[src/rtl/vend_ctrl_param.sv]
// Parameterised vending-machine controller: coin credit, item vend, greedy change return,
// cancel and idle-timeout refund.
module vend_ctrl_param #(
  parameter int PRICE      = 25,
  parameter int MAX_CREDIT = 100,
  parameter int CREDIT_W   = 8,
  parameter int TIMEOUT    = 1000
) (
  input  logic                clk,
  input  logic                reset_n,
  input  logic                coin_valid,
  input  logic [1:0]          coin_sel,
  input  logic                cancel,
  input  logic                item_taken,
  input  logic                change_ack,
  output logic                coin_accept,
  output logic                coin_reject,
  output logic                dispense,
  output logic                change_valid,
  output logic [1:0]          change_coin,
  output logic [CREDIT_W-1:0] credit,
  output logic [1:0]          state
);

  localparam int CNT_W = (TIMEOUT > 1) ? $clog2(TIMEOUT) : 1;
  localparam logic [CREDIT_W-1:0] PRICE_C   = CREDIT_W'(PRICE);
  localparam logic [CREDIT_W:0]   MAX_C     = (CREDIT_W+1)'(MAX_CREDIT);
  localparam logic [CNT_W-1:0]    CNT_LAST  = CNT_W'(TIMEOUT - 1);

  typedef enum logic [1:0] {
    S_IDLE    = 2'd0,
    S_COLLECT = 2'd1,
    S_VEND    = 2'd2,
    S_CHANGE  = 2'd3
  } state_t;

  state_t              state_q, state_d;
  logic [CREDIT_W-1:0] credit_q, credit_d;
  logic [CNT_W-1:0]    idle_cnt_q, idle_cnt_d;
  logic                accept_q, accept_d;
  logic                reject_q, reject_d;
  logic [CREDIT_W-1:0] coin_val;
  logic                coin_fits;

  function automatic logic [CREDIT_W-1:0] coin_value(input logic [1:0] sel);
    case (sel)
      2'b00:   return CREDIT_W'(5);
      2'b01:   return CREDIT_W'(10);
      2'b10:   return CREDIT_W'(25);
      default: return '0;
    endcase
  endfunction

  // Largest coin not exceeding the amount still owed.
  function automatic logic [1:0] change_sel(input logic [CREDIT_W-1:0] amount);
    if (amount >= CREDIT_W'(25))      return 2'b10;
    else if (amount >= CREDIT_W'(10)) return 2'b01;
    else                              return 2'b00;
  endfunction

  always_ff @(posedge clk or negedge reset_n) begin
    if (!reset_n) begin
      state_q    <= S_IDLE;
      credit_q   <= '0;
      idle_cnt_q <= '0;
      accept_q   <= 1'b0;
      reject_q   <= 1'b0;
    end else begin
      state_q    <= state_d;
      credit_q   <= credit_d;
      idle_cnt_q <= idle_cnt_d;
      accept_q   <= accept_d;
      reject_q   <= reject_d;
    end
  end

  always_comb begin
    state_d    = state_q;
    credit_d   = credit_q;
    idle_cnt_d = '0;
    accept_d   = 1'b0;
    reject_d   = 1'b0;
    coin_val   = coin_value(coin_sel);
    coin_fits  = coin_valid && (coin_sel != 2'b11) &&
                 (({1'b0, credit_q} + {1'b0, coin_val}) <= MAX_C);

    case (state_q)
      S_IDLE: begin
        accept_d = coin_fits;
        reject_d = coin_valid && !coin_fits;
        if (coin_fits) begin
          credit_d = credit_q + coin_val;
          state_d  = S_COLLECT;
        end
      end

      S_COLLECT: begin
        if (cancel) begin
          reject_d = coin_valid;
          state_d  = S_CHANGE;
        end else begin
          accept_d = coin_fits;
          reject_d = coin_valid && !coin_fits;
          // A coin landing on the vend edge still counts toward the change owed.
          if (credit_q >= PRICE_C) begin
            credit_d = (credit_q + (coin_fits ? coin_val : '0)) - PRICE_C;
            state_d  = S_VEND;
          end else if (coin_fits) begin
            credit_d = credit_q + coin_val;
          end else if (idle_cnt_q == CNT_LAST) begin
            state_d = S_CHANGE;
          end else begin
            idle_cnt_d = idle_cnt_q + CNT_W'(1);
          end
        end
      end

      S_VEND: begin
        reject_d = coin_valid;
        if (item_taken) state_d = (credit_q != '0) ? S_CHANGE : S_IDLE;
      end

      default: begin
        reject_d = coin_valid;
        if (credit_q == '0) begin
          state_d = S_IDLE;
        end else if (change_ack) begin
          credit_d = credit_q - coin_value(change_sel(credit_q));
          if (credit_d == '0) state_d = S_IDLE;
        end
      end
    endcase
  end

  assign coin_accept  = accept_q;
  assign coin_reject  = reject_q;
  assign dispense     = (state_q == S_VEND);
  assign change_valid = (state_q == S_CHANGE) && (credit_q != '0);
  assign change_coin  = change_valid ? change_sel(credit_q) : 2'b00;
  assign credit       = credit_q;
  assign state        = state_q;

endmodule
[config.mk]
export PLATFORM = sky130hd
export DESIGN_NAME = vend_ctrl_param
export DESIGN_NICKNAME = d
export VERILOG_FILES = /design/src/rtl/vend_ctrl_param.sv
export SDC_FILE = /design/constraint.sdc
export NUM_CORES = 1
export LEC_CHECK = 0
export ABC_AREA = 0
export CORE_MARGIN = 8
export CORE_UTILIZATION = 36
export DETAILED_ROUTE_END_ITERATION = 8
export DONT_BUFFER_PORTS = 1
export GPL_TIMING_DRIVEN = 0
export SLEW_MARGIN = 20
export SYNTH_ARGS = -nofsm -noshare
export SYNTH_HDL_FRONTEND = slang
export SYNTH_SLANG_ARGS = --single-unit
[constraint.sdc]
create_clock -name clk -period 4.7 [get_ports clk]
set_clock_uncertainty 0.05 [all_clocks]
set_input_delay 0.94 -clock clk [delete_from_list [all_inputs] [get_ports clk]]
set_output_delay 0.94 -clock clk [all_outputs]
set_load 0.03 [all_outputs]
After elaboration in Yosys (flattened, before gate mapping):

Index checks and enable logic that the tools add are counted.

* eq/ne operators: 15
* order comparisons: 3
* bitwise gates (word level): 1
* multiplexer cells: 38
* reductions and logical operators: 17
* $add $sub $neg: 6

Operator list (count)
* 8-bit two-way mux: 9
* 10-bit two-way mux: 5
* 2-bit two-way mux: 15
* 5-bit case mux with 3 select lines: 2
* 8-bit case mux with 3 select lines: 1
* 8-bit adder: 2
* 8-bit zero test: 2
* 10-bit by 1-bit adder with 10-bit output (second input constant): 1
* 10-bit equality test (second input constant): 1
* 5-bit nonzero test: 2
* 8-bit by 8-bit adder with 9-bit output: 1
* 9-bit by 7-bit <= comparator with 1-bit output (second input constant): 1
* 2-bit equality test (second input constant): 4
* 8-bit by 4-bit >= comparator with 1-bit output (second input constant): 1
* 8-bit by 5-bit >= comparator with 1-bit output (second input constant): 1
* 2-bit inequality test (second input constant): 4
* 4-bit inequality test (second input constant): 2
* 8-bit nonzero test: 1
* 8-bit by 5-bit subtractor with 8-bit output (second input constant): 1
* 8-bit subtractor: 1
* 2-bit by 1-bit equality test with 1-bit output (second input constant): 3
* 2-bit zero test: 3
* 2-bit case mux with 3 select lines: 1
* 6-bit AND reduction: 1
* other kinds (9): 15

* logic and storage cells: 85
* bits in registers: 22
* output and inout port bits: 16

Longest topological paths before layout:

Gate-level depths: netlist of run 1.

* depth after elaboration: 17
* depth in mapped cells: 23
* mapped depth without buffers: 23

Least setup slack after synthesis of run 1:

Ideal clock, no wire load.

* kind: input -> register
* from: input coin_sel[0]
* to: register credit_q[7] (netlist: credit[7])
* arrival time: 4469 ps
* data required time: 4529 ps
* stages on the path: 22
* path slack: 60 ps
* path buffers: 0
* path through: inv_1 > ha_1 > ha_1 > nor2b_1 > o221a_1 > o31a_1 > a21oi_1 > and2_1 > o21a_1 > nand2_1 > ha_1 > inv_1 > ha_1 > inv_1 > fa_1 > nor2b_1 > o21ai_0 > nand2b_1 > a31oi_1 > xnor2_1 > o22ai_1 > a22o_1

* word-level cells in the longest chain between the ends: 11
* elaborated cells on any way between the ends: 17

RTL lines
* start, declared: RTL line 12 `input logic [1:0] coin_sel,`
* 2-bit equality test (tied with other cells): RTL line 46 `case (sel)`
* 5-bit case mux with 3 select lines: RTL line 46
* 8-bit by 8-bit adder with 9-bit output: RTL line 85 `(({1'b0, credit_q} + {1'b0, coin_val}) <= MAX_C);`
* 9-bit by 7-bit <= comparator with 1-bit output: RTL line 85
* 1-bit logical AND: RTL line 84 `coin_fits = coin_valid && (coin_sel != 2'b11) &&`
* 8-bit two-way mux: RTL line 106 `credit_d = (credit_q + (coin_fits ? coin_val : '0)) - PRICE_C;`
* 8-bit adder: RTL line 106
* 8-bit by 5-bit subtractor with 8-bit output: RTL line 106
* 8-bit two-way mux: RTL line 105 `if (credit_q >= PRICE_C) begin`
* 8-bit two-way mux: RTL line 98 `if (cancel) begin`
* 8-bit case mux with 3 select lines *: RTL line 87 `case (state_q)`
* end signal, assigned: RTL line 70 `credit_q <= credit_d;`
* end, declared: RTL line 38 `logic [CREDIT_W-1:0] credit_q, credit_d;`

Mark *: on every way between the ends. The rest lies on a longest branch, timed or not. The select of a mux whose other input is x is not followed.
A chain may end at the register's enable or synchronous reset.

Worst setup path in the final report of run 1:

* from: input coin_sel[1]
* to: register credit_q[7] (netlist: credit[7])

The elaborated chain is that of the path after synthesis.

==> results.md, run 1 <==
- Post-Synth Adder-Cell Area: a little under a fifth
- Routability cong.: 0.821
- Synth Flop Type: dfrtp_1
- Initial antenna violation count: 0
- Worst skew pair latency: roughly 0.27 ns
- Relative slew margins: a little under three fifths
- Filler instances: 660
- Final Instance Area: 2600 µm²
- Remaining Overflow, GRT: 0
- Worst r2r dst: credit[7]
- Fin crit share: 100%
- Mux cell area share after synthesis: 0%
- Synth Warn #: 0
- FF-to-FF setup slack: roughly 0.080 ns
- Post-synthesis average cell area: between 8 and 9 µm²
- Drt pass-1 iters: 4
- Bufs on Longest Clock Path: 2
- Vias in the first global route: 2026
- Worst Max-Slew Pin Slew: 0.664 ns
- Sequential area share after synthesis: ~23%
- Synth Net Count: 329
- First-pass GRT wire length: between 10000 and 15000 µm
- #FFs+latches synth: 22
- Status: complete, no violations
- Worst Setup Slack, final: 0.000889 ns
- Data required time of the worst path: 4.82 ns
- End point of the critical path: credit[7]
- WP data arrival: 4.82 ns
- Synth area leader: dfrtp_1
- Clock transition at path regs: 0.09 ns
- Routed Wire Length: 6080 µm
- Simple-gate area share of the yosys netlist: 21.6%
- Peak Freq: 213 MHz
- Die extent in y: just under 100 µm
- Largest family of logic cells by synthesized area: compound AO/OA/AOI/OAI gates
- Min-delay worst type: in -> async
- Clock Tree Root: clkbuf_8
- Post-synth cell types: 56
- Reg2Reg Depth: 20
- Layout cells sized above 1: 9.28%
- Final core utilization: 40.8%
- DRC errors left: 0
- Initial core utilization: 37.5%
- Crit path time final: between 4 and 5 ns
- Fraction of registers with async set/reset: 100%
- Setup-failing EPs final: 0
- CTS H-tree lvls: 1
- Fin cells: 368
- Ant. Diodes: 0
- Row count: 29
- Max-capacitance violation count: 0
- Post-Syn Instances: 287
- Count of final max-slew check failures: 0
- Worst Setup Path Type: in -> reg
- Die X: 97.5 µm
- Iter 0 DRT Violations: between 100 and 150
- Yosys top cell area share: 23.0%
- Port Buffers: 0
- Via count: 2129
- Num CTS Buffers: 3
- XOR/XNOR share of the synthesized area: under 10%
- Core area: 6390 µm²
- Final Hold Viols: 0
- HPWL after detailed placement: 4830 µm
- CTS tree: built
- Layout area overhead: 8.73%
- Vias/cell: 5.79
- Hold Buf Count CTS: 0
- Placed instance area: 2490 µm²
- CP Capture Type: flop
- Commonest non-fill, non-tap cell in the layout: ha_1
- Routed wire per std cell: around 17 µm
- Place WS: -0.437 ns
- Synth area leaders: dfrtp_1, ha_1, xnor2_1
- Pin count of the biggest net entering global routing: 23
- Synth Area in Compound Gates: 22.4%
- # clock sinks: 22
- Number of flops mapped to enable cells by yosys: 0
- Mapped Area: approximately 2400 µm²
- CP startpoint: coin_sel[1]
- Final antenna-violating net count: 0
- Most frequent cells in the layout: ha_1, nor2_1, inv_1, nand2_1, dfrtp_1
- CP Launch Type: input port
- Die ar.: ~9500 µm²
- Layout Nets: 334
- Placed Instances: roughly 360
- RSZ-0062 raised after global routing: yes
- GRT Util Overall: 12.6%
- Reg-to-Reg Start: credit[0]
- Crit-path max FO: 5
- I/O pins: 24
sequential cells by signal, indices dropped and copies added, names as in the netlist:
| signal | cells |
|---|---|
| coin_reject | 1 |
| coin_accept | 1 |
| state | 2 |
| idle_cnt_q | 10 |
| credit | 8 |
kinds of logic (layout without fill, tap and decap cells):
family	after synthesis	in the layout
adder cells (fa/ha/maj)	34	34
AO/OA/AOI/OAI	72	72
buffers and inverters	34	38
XOR/XNOR	22	22
AND/OR/NAND/NOR	103	103
flip-flops	22	22
layout make-up:
type	instances	area (µm²)	area share, %
Multi-Input combinational cell	231	1750	67.4
Sequential cell	22	552	21.2
Tap cell	77	96.3	3.70
Inverter	25	93.8	3.61
Clock buffer	4	55.1	2.12
Buffer	8	43.8	1.68
Timing Repair Buffer	1	7.51	0.288
worst min path at each step:
stage             startpoint            end  cells after the start
3_5_place_dp   idle_cnt_q[0]  idle_cnt_q[0]                      1
4_1_cts              reset_n       state[1]                      0
5_1_grt              reset_n       state[1]                      0
3_3_place_gp   idle_cnt_q[0]  idle_cnt_q[0]                      1
2_1_floorplan  idle_cnt_q[0]  idle_cnt_q[0]                      1
6_report             reset_n       state[1]                      0
stage by stage:
stage	TNS (ns)	hold slack (ns)
6_report	0	0.302
5_1_grt	-0.187	0.292
4_1_cts	0	0.302
3_5_place_dp	-1.32	0.422
3_3_place_gp	-1.11	0.424
2_1_floorplan	0	0.398
repair_timing:
action	4_1_cts	5_1_grt
gates resized for setup	6	6
buffers inserted	0	1
endpoints found under the setup margin	2	6
pin swaps	4	1
synth_stat cells, types with 2 or more instances:
cell	n
and3_1	7
ha_1	31
a211o_1	2
inv_1	25
nand2_1	22
nor2_1	25
nand3_1	13
a211oi_1	2
xnor2_1	12
buf_2	2
a311o_1	2
a31oi_1	4
nor3_1	7
o21a_1	2
xor2_1	9
a22oi_1	2
a22o_1	5
a21o_1	5
nand2b_1	6
fa_1	3
clkbuf_1	5
o311ai_1	2
o22a_1	2
dfrtp_1	22
o221a_2	2
a21oi_1	13
nor2b_1	7
nand4b_1	2
or3_1	2
and2_1	3
o21ai_0	7
o31ai_1	8
nor4_1	3
layer usage:
metal  wire length (µm)  vias up  GRT usage (%)  part of all wire, %
li1                   -     1049              -                    -
met1               2770     1014           16.0                   46
met2               2810       57           20.5                   46
met3                420        9           2.42                  6.9
met4                 82        0           4.20                  1.3
met5                  0        -              0                    0
critical path, cell delays in order:
cell	delay, ns
inv_1	0.03
ha_1	0.21
ha_1	0.31
a211o_1	0.33
and4_4	0.20
a211o_1	0.32
o22ai_4	0.24
o21a_4	0.19
nand2_1	0.06
ha_1	0.27
inv_1	0.06
ha_1	0.17
inv_1	0.06
fa_1	0.39
nor2b_1	0.12
o21ai_0	0.09
nand2b_1	0.11
a31oi_1	0.12
xnor2_1	0.22
o22ai_1	0.11
a22o_1	0.24
Power of run 1 is left out: the tool's default activity adds up to more than one toggle a clock period on the data nets, which glitch-free logic cannot reach.
==> inputs of run 2 (changes only) <==
- PLACE_DENSITY: unset -> 0.62
==> run 2 against run 1 <==
Net effect: non-clock buffer count up 6; cell count rose by 1.6%; worst hold slack improved by 0.015 ns; maximum frequency increased by 3.0%; wire length rose by 2.9%; first-iteration DRC count is 2.7% lower; critical path type unchanged.
==> results.md, run 2 (synthesis results as in run 1) <==
- Layout Nets: 340
- Filler instances: 657
- Worst r2r dst: credit[7]
- Top reg by flops: idle_cnt_q
- Most repeated library cell on the critical path: ha_1
- Hold Buf Count CTS: 0
- Worst Setup Path Type: in -> reg
- Area of the multi-input gates: between 1500 and 2000 µm²
- Crit path time final: 4.56 ns
- GRT Util Overall: 12.5%
- Buf/Inv on CP: 2
- Min-delay worst type: in -> async
- Vias/cell: 5.64
- CP Launch Type: input port
- Row count: 29
- Reg2Reg Depth: 18
- Top Usage Layer GRT: met2
- Routed wire per std cell: 16.7 µm
- DRC errors left: 0
- Status: complete, no violations
- CP startpoint: coin_sel[0]
- Pin count of the biggest net entering global routing: 23
- Initial antenna violation count: 0
- Setup-failing EPs final: 0
- Die extent in y: 97.5 µm
- Met1 Usage GRT: 16.3%
- CTS tree: built
- Die ar.: 9510 µm²
- Peak Freq: 219 MHz
- Final antenna-violating net count: 0
- Reg-to-Reg Start: credit[0]
- Levels on crit path: 19
- Initial core utilization: between 30% and 40%
- Crit-path max FO: 5
- Critical-path cell list: inv_1 > ha_2 > ha_4 > nor2b_2 > o221a_1 > buf_4 > nor3_2 > o22ai_4 > o21a_2 > and2_1 > ha_1 > ha_1 > nor2b_1 > o21ai_0 > nand2b_1 > a31oi_2 > xnor2_1 > o22ai_1 > a22o_1
- HPWL after detailed placement: 4910 µm
- Drt pass-1 iters: 4
- Vias in the first global route: 2053
- Remaining Overflow, GRT: 0
- Sequential cell area: 552 µm²
- Layout area overhead: 11.6%
- Largest register FFs: 10
- Count of final max-slew check failures: 0
- RSZ-0062 raised after global routing: yes
- Ant. Diodes: 0
- Data required time of the worst path: 4.80 ns
- CP Capture Type: flop
- Clock transition at path regs: 0.08 ns
- # clock sinks: 22
- Commonest non-fill, non-tap cell in the layout: ha_1
- Most frequent cells in the layout: ha_1, nor2_1, inv_1, nand2_1, dfrtp_1
- WP data arrival: 4.66 ns
- Max-capacitance violation count: 0
- Layout cells sized above 1: between 10 and 15%
- Bufs on Longest Clock Path: 2
- Final core utilization: 41.8%
- Slowest stage delay, CP: 0.35 ns
- Routability cong.: roughly 0.89
- First-pass GRT wire length: between 10000 and 15000 µm
- Relative slew margins: approximately 56%
- Num CTS Buffers: 3
- Met3 GRT Util: 2.63%
- Clock Tree Root: clkbuf_8
- Port Buffers: 0
- I/O pins: 24
- Via count: roughly 2100
- Core area: ~6400 µm²
- Worst skew pair latency: between 0.2 and 0.3 ns
- Final Hold Viols: 0
- CP delay by family, top: compound AO/OA/AOI/OAI gates
- CTS H-tree lvls: 1
- Routed Wire Length: roughly 6300 µm
- Iter 0 DRT Violations: 142
- Slowest CP cell: ha_1
- Worst Max-Slew Pin Slew: between 0.6 and 0.7 ns
- Fin crit share: 97.1%
- Final Hold Slack: 0.317 ns
- End point of the critical path: credit[7]
- Met2 Use GR: 21.0%
- Die X: just under 100 µm
- Setup TNS: 0 ns
- FF-to-FF setup slack: approximately 0.24 ns
==> run 2: repair_timing <==
action                                  CTS  global route
pin swaps                                 1             6
buffers inserted                          1             6
endpoints found under the setup margin    1             5
resized for setup                         8            11
==> run 2: routing by layer <==
metal | routed length, µm | part of all wire, %
met3 | 293 | 4.7
met5 | 0 | 0
met1 | 2980 | 48
met4 | 36 | 0.58
met2 | 2950 | 47
==> run 2: cell type report <==
cell class                      instances  share of cell area, %
Timing Repair Buffer                    7                   1.97
Inverter                               25                   3.51
Clock buffer                            4                   2.06
Tap cell                               77                   3.61
Buffer                                  8                   1.64
Sequential cell                        22                   20.7
Multi-Input combinational cell        231                   66.5
==> run 2: how the worst min path moves through the flow <==
stage                        from  slack [ns]            end  depth (start not counted)
floorplan           idle_cnt_q[0]        0.40  idle_cnt_q[0]                          1
global placement    idle_cnt_q[0]        0.42  idle_cnt_q[0]                          1
detailed placement  idle_cnt_q[0]        0.42  idle_cnt_q[0]                          1
CTS                       reset_n        0.31       state[1]                          0
global route              reset_n        0.29       state[1]                          0
finish                    reset_n        0.32  idle_cnt_q[8]                          0
==> run 2: per-stage QoR <==
stage                     cells  instance area [µm²]  setup WS [ns]
after detailed placement    364                 2490         -0.378
after global routing        374                 2670        -0.0231
after CTS                   368                 2580         0.0171
after floorplan             287                 2390         0.0596
final                       374                 2670          0.138
after global placement      364                 2490         -0.395
Power of run 2 is left out for the same reason.
==> inputs of run 3 (changes only) <==
- ABC_AREA: 0 -> 1
- CORE_ASPECT_RATIO: unset -> 1.1
- PLACE_DENSITY: 0.62 -> 0.64
- clock period: 4.7 -> 3.7 ns (I/O delays scaled with it)
==> run 3 against run 2 <==
Net effect: the flow now finishes with violations (negative setup slack); cell count up 24%; register-to-register slack got worse by 0.36 ns; sequential share of layout area is 1.7 points lower; core utilization increased by 1.3 points; critical path depth is 9 higher; wire length rose by 8.2%; critical path type is now reg -> reg; critical endpoint unchanged.
==> results.md, run 3 <==
- Status: finished with violations
- Failing checks: negative setup slack
- Synth area leader: dfrtp_1
- HPWL after detailed placement: 5220 µm
- Highest routed layer: met4
- # clock sinks: 22
- Final Hold Viols: 0
- Psw: 1680 µW
- Internal: 1370 µW
- Worst Setup Path Type: reg -> reg
- Fraction of registers with async set/reset: 100%
- Clk pwr share: 7.5%
- GRT Util Overall: between 10% and 20%
- Bufs on Longest Clock Path: 2
- Top reg by flops: idle_cnt_q
- Setup TNS: -0.116 ns
- Row count: 32
- Hold Buf Count CTS: 0
- Filler instances: between 600 and 700
- Mapped Area: roughly 2500 µm²
- Most common cell in the netlist: nand2_1
- Post-Syn Instances: 360
- Die ar.: 9830 µm²
- Synth Net Count: 402
- Layout cells sized above 1: 22.5%
- Post-synthesis average cell area: 6.91 µm²
- Final core utilization: 43.1%
- WP data arrival: 3.93 ns
- Crit-path max FO: 5
- Met2 WL post-DR: 3370 µm
- Count of final max-slew check failures: 0
- Clock transition at path regs: 0.09 ns
- Ant. Diodes: 0
- CTS H-tree lvls: 1
- Die extent in y: 103 µm
- Peak Freq: 262 MHz
- Routability cong.: slightly below 0.9
- Worst Max-Slew Pin Slew: 0.697 ns
- Vias in the first global route: about 2400
- DRC errors left: 0
- Remaining Overflow, GRT: 0
- #FFs+latches synth: 22
- CTS tree: built
- Maximum vdd drop: 0.532 mV
- Synth area leaders: dfrtp_1, ha_1, nand2_1
- Worst Setup Slack, final: -0.116 ns
- Net Sw Frac: 55.2%
- Most frequent cells after synthesis: nand2_1, inv_1, nand3_1, nor2_1, ha_1
- Pwr dens: 1030 nW/µm²
- Core area: 6850 µm²
- Num CTS Buffers: 3
- Pin count of the biggest net entering global routing: 23
- Min-delay worst type: in -> async
- Largest register FFs: 10
- Leak pwr: 0.00144 µW
- Clock Tree Root: clkbuf_8
- Synth Warn #: 0
- RSZ-0062 raised after global routing: yes
- CP Launch Type: flop
- Most repeated library cell on the critical path: nand2_1
- Number of flops mapped to enable cells by yosys: 0
- Initial core utilization: 36.3%
- Port Buffers: 0
- Vias/cell: between 5 and 6
- Layout Nets: 420
- Layout area overhead: 18.7%
- Setup-failing EPs final: 1
- Initial antenna violation count: 0
- Met1 wire length: roughly 2900 µm
- Slowest CP cell: dfrtp_2
- I/O pins: 24
- First-pass GRT wire length: 11300 µm
- Slowest stage delay, CP: between 0.5 and 0.6 ns
- Most frequent cells in the layout: nand2_1, inv_1, nand3_1, nor2_1, ha_1
- Yosys top cell area share: between 20% and 30%
- Via count: between 2000 and 2500
- Iter 0 DRT Violations: about 110
- Max-capacitance violation count: 0
- Final antenna-violating net count: 0
- Data required time of the worst path: 3.81 ns
- Metal3 WL: 397 µm
- Crit path time final: 3.82 ns
- Commonest non-fill, non-tap cell in the layout: nand2_1
- Routed wire per std cell: around 15 µm
- Post-synth cell types: 38
- Routed Wire Length: 6770 µm
- Die X: 95.3 µm
- Comb pwr share: ~74%
- Share of power burned in registers: 18.4%
- Drt pass-1 iters: 4
- Sequential area share after synthesis: about 22%
- Worst skew pair latency: 0.27 ns
- Synth Flop Type: dfrtp_1
- Fin crit share: 103%
- Relative slew margins: 53.3%
- CP Capture Type: flop
==> run 3: critical path: cells and delay by family (launching register included) <==
kind            cells  cell delay [ns]
compound gates      6             0.70
simple gates       12             0.89
fa+ha+maj           5             1.26
buf+inv             5             0.26
flops               1             0.53
==> run 3: cell families (layout without fill, tap and decap cells) <==
kind of cell	after synthesis	after routing	synth area share (%)
adders and majority gates	34	34	18.0
buffers and inverters	58	75	9.35
DFF	22	22	22.1
xor gates and xnor gates	11	11	3.87
and+or+nand+nor	189	189	35.8
AOI/OAI and AO/OA	46	46	10.9
==> run 3: stage by stage <==
stage	total power, µW	cell area, µm²	worst slack (ns)	hold WS (ns)	cells
after detailed placement	2510	2670	-0.543	0.395	445
final	3050	2950	-0.116	0.105	462
after global placement	2490	2670	-0.543	0.395	445
after floorplan	2100	2560	-0.149	0.383	360
after global routing	3350	2950	-0.315	0.0949	462
after CTS	2900	2880	-0.0471	0.101	459
==> run 3: path summary, 6_finish.rpt <==
kind,from,to,slack (ns),cells past startpoint
max,credit[0],credit[7],-0.12,28
min,reset_n,credit[6],0.10,0
max reg2reg,credit[0],credit[7],-0.12,28
min reg2reg,idle_cnt_q[0],idle_cnt_q[0],0.43,1
max in group asynchronous,reset_n,credit[1],3.41,0
min in group clk,idle_cnt_q[0],idle_cnt_q[0],0.43,1
==> run 3: final cells by class <==
type / count / area, µm² / share of cell area (%)
sequential: 22 / 559 / 18.9
buffer: 5 / 33.8 / 1.14
inverter: 53 / 216 / 7.33
multi-input combinational: 280 / 1870 / 63.3
timing repair buffer: 13 / 97.6 / 3.30
tap: 85 / 106 / 3.60
clock buffer: 3 / 41.3 / 1.40
clock inverter: 1 / 30.0 / 1.02
==> run 3: power by group through the flow <==
stage                     clock network, µW  logic [µW]  registers, µW
after floorplan                           0        1590            504
after detailed placement                  0        1960            557
final                                   228        2260            560
after global routing                    241        2540            571
after CTS                               234        2110            560
after global placement                    0        1940            554
==> run 3: layer usage <==
| layer | vias to the layer above | GRT usage (%) |
|---|---|---|
| li1 | 1206 | - |
| met1 | 1142 | 16.9 |
| met2 | 61 | 25.5 |
| met3 | 15 | 2.96 |
| met4 | 0 | 4.33 |
| met5 | - | 0 |
==> run 3: what timing repair did <==
action,4_1_cts,5_1_grt
resized for setup,19,12
buffers inserted,10,3
endpoints found under the setup margin,6,6
pin swaps,17,10
(Power assumes the default switching activity.)
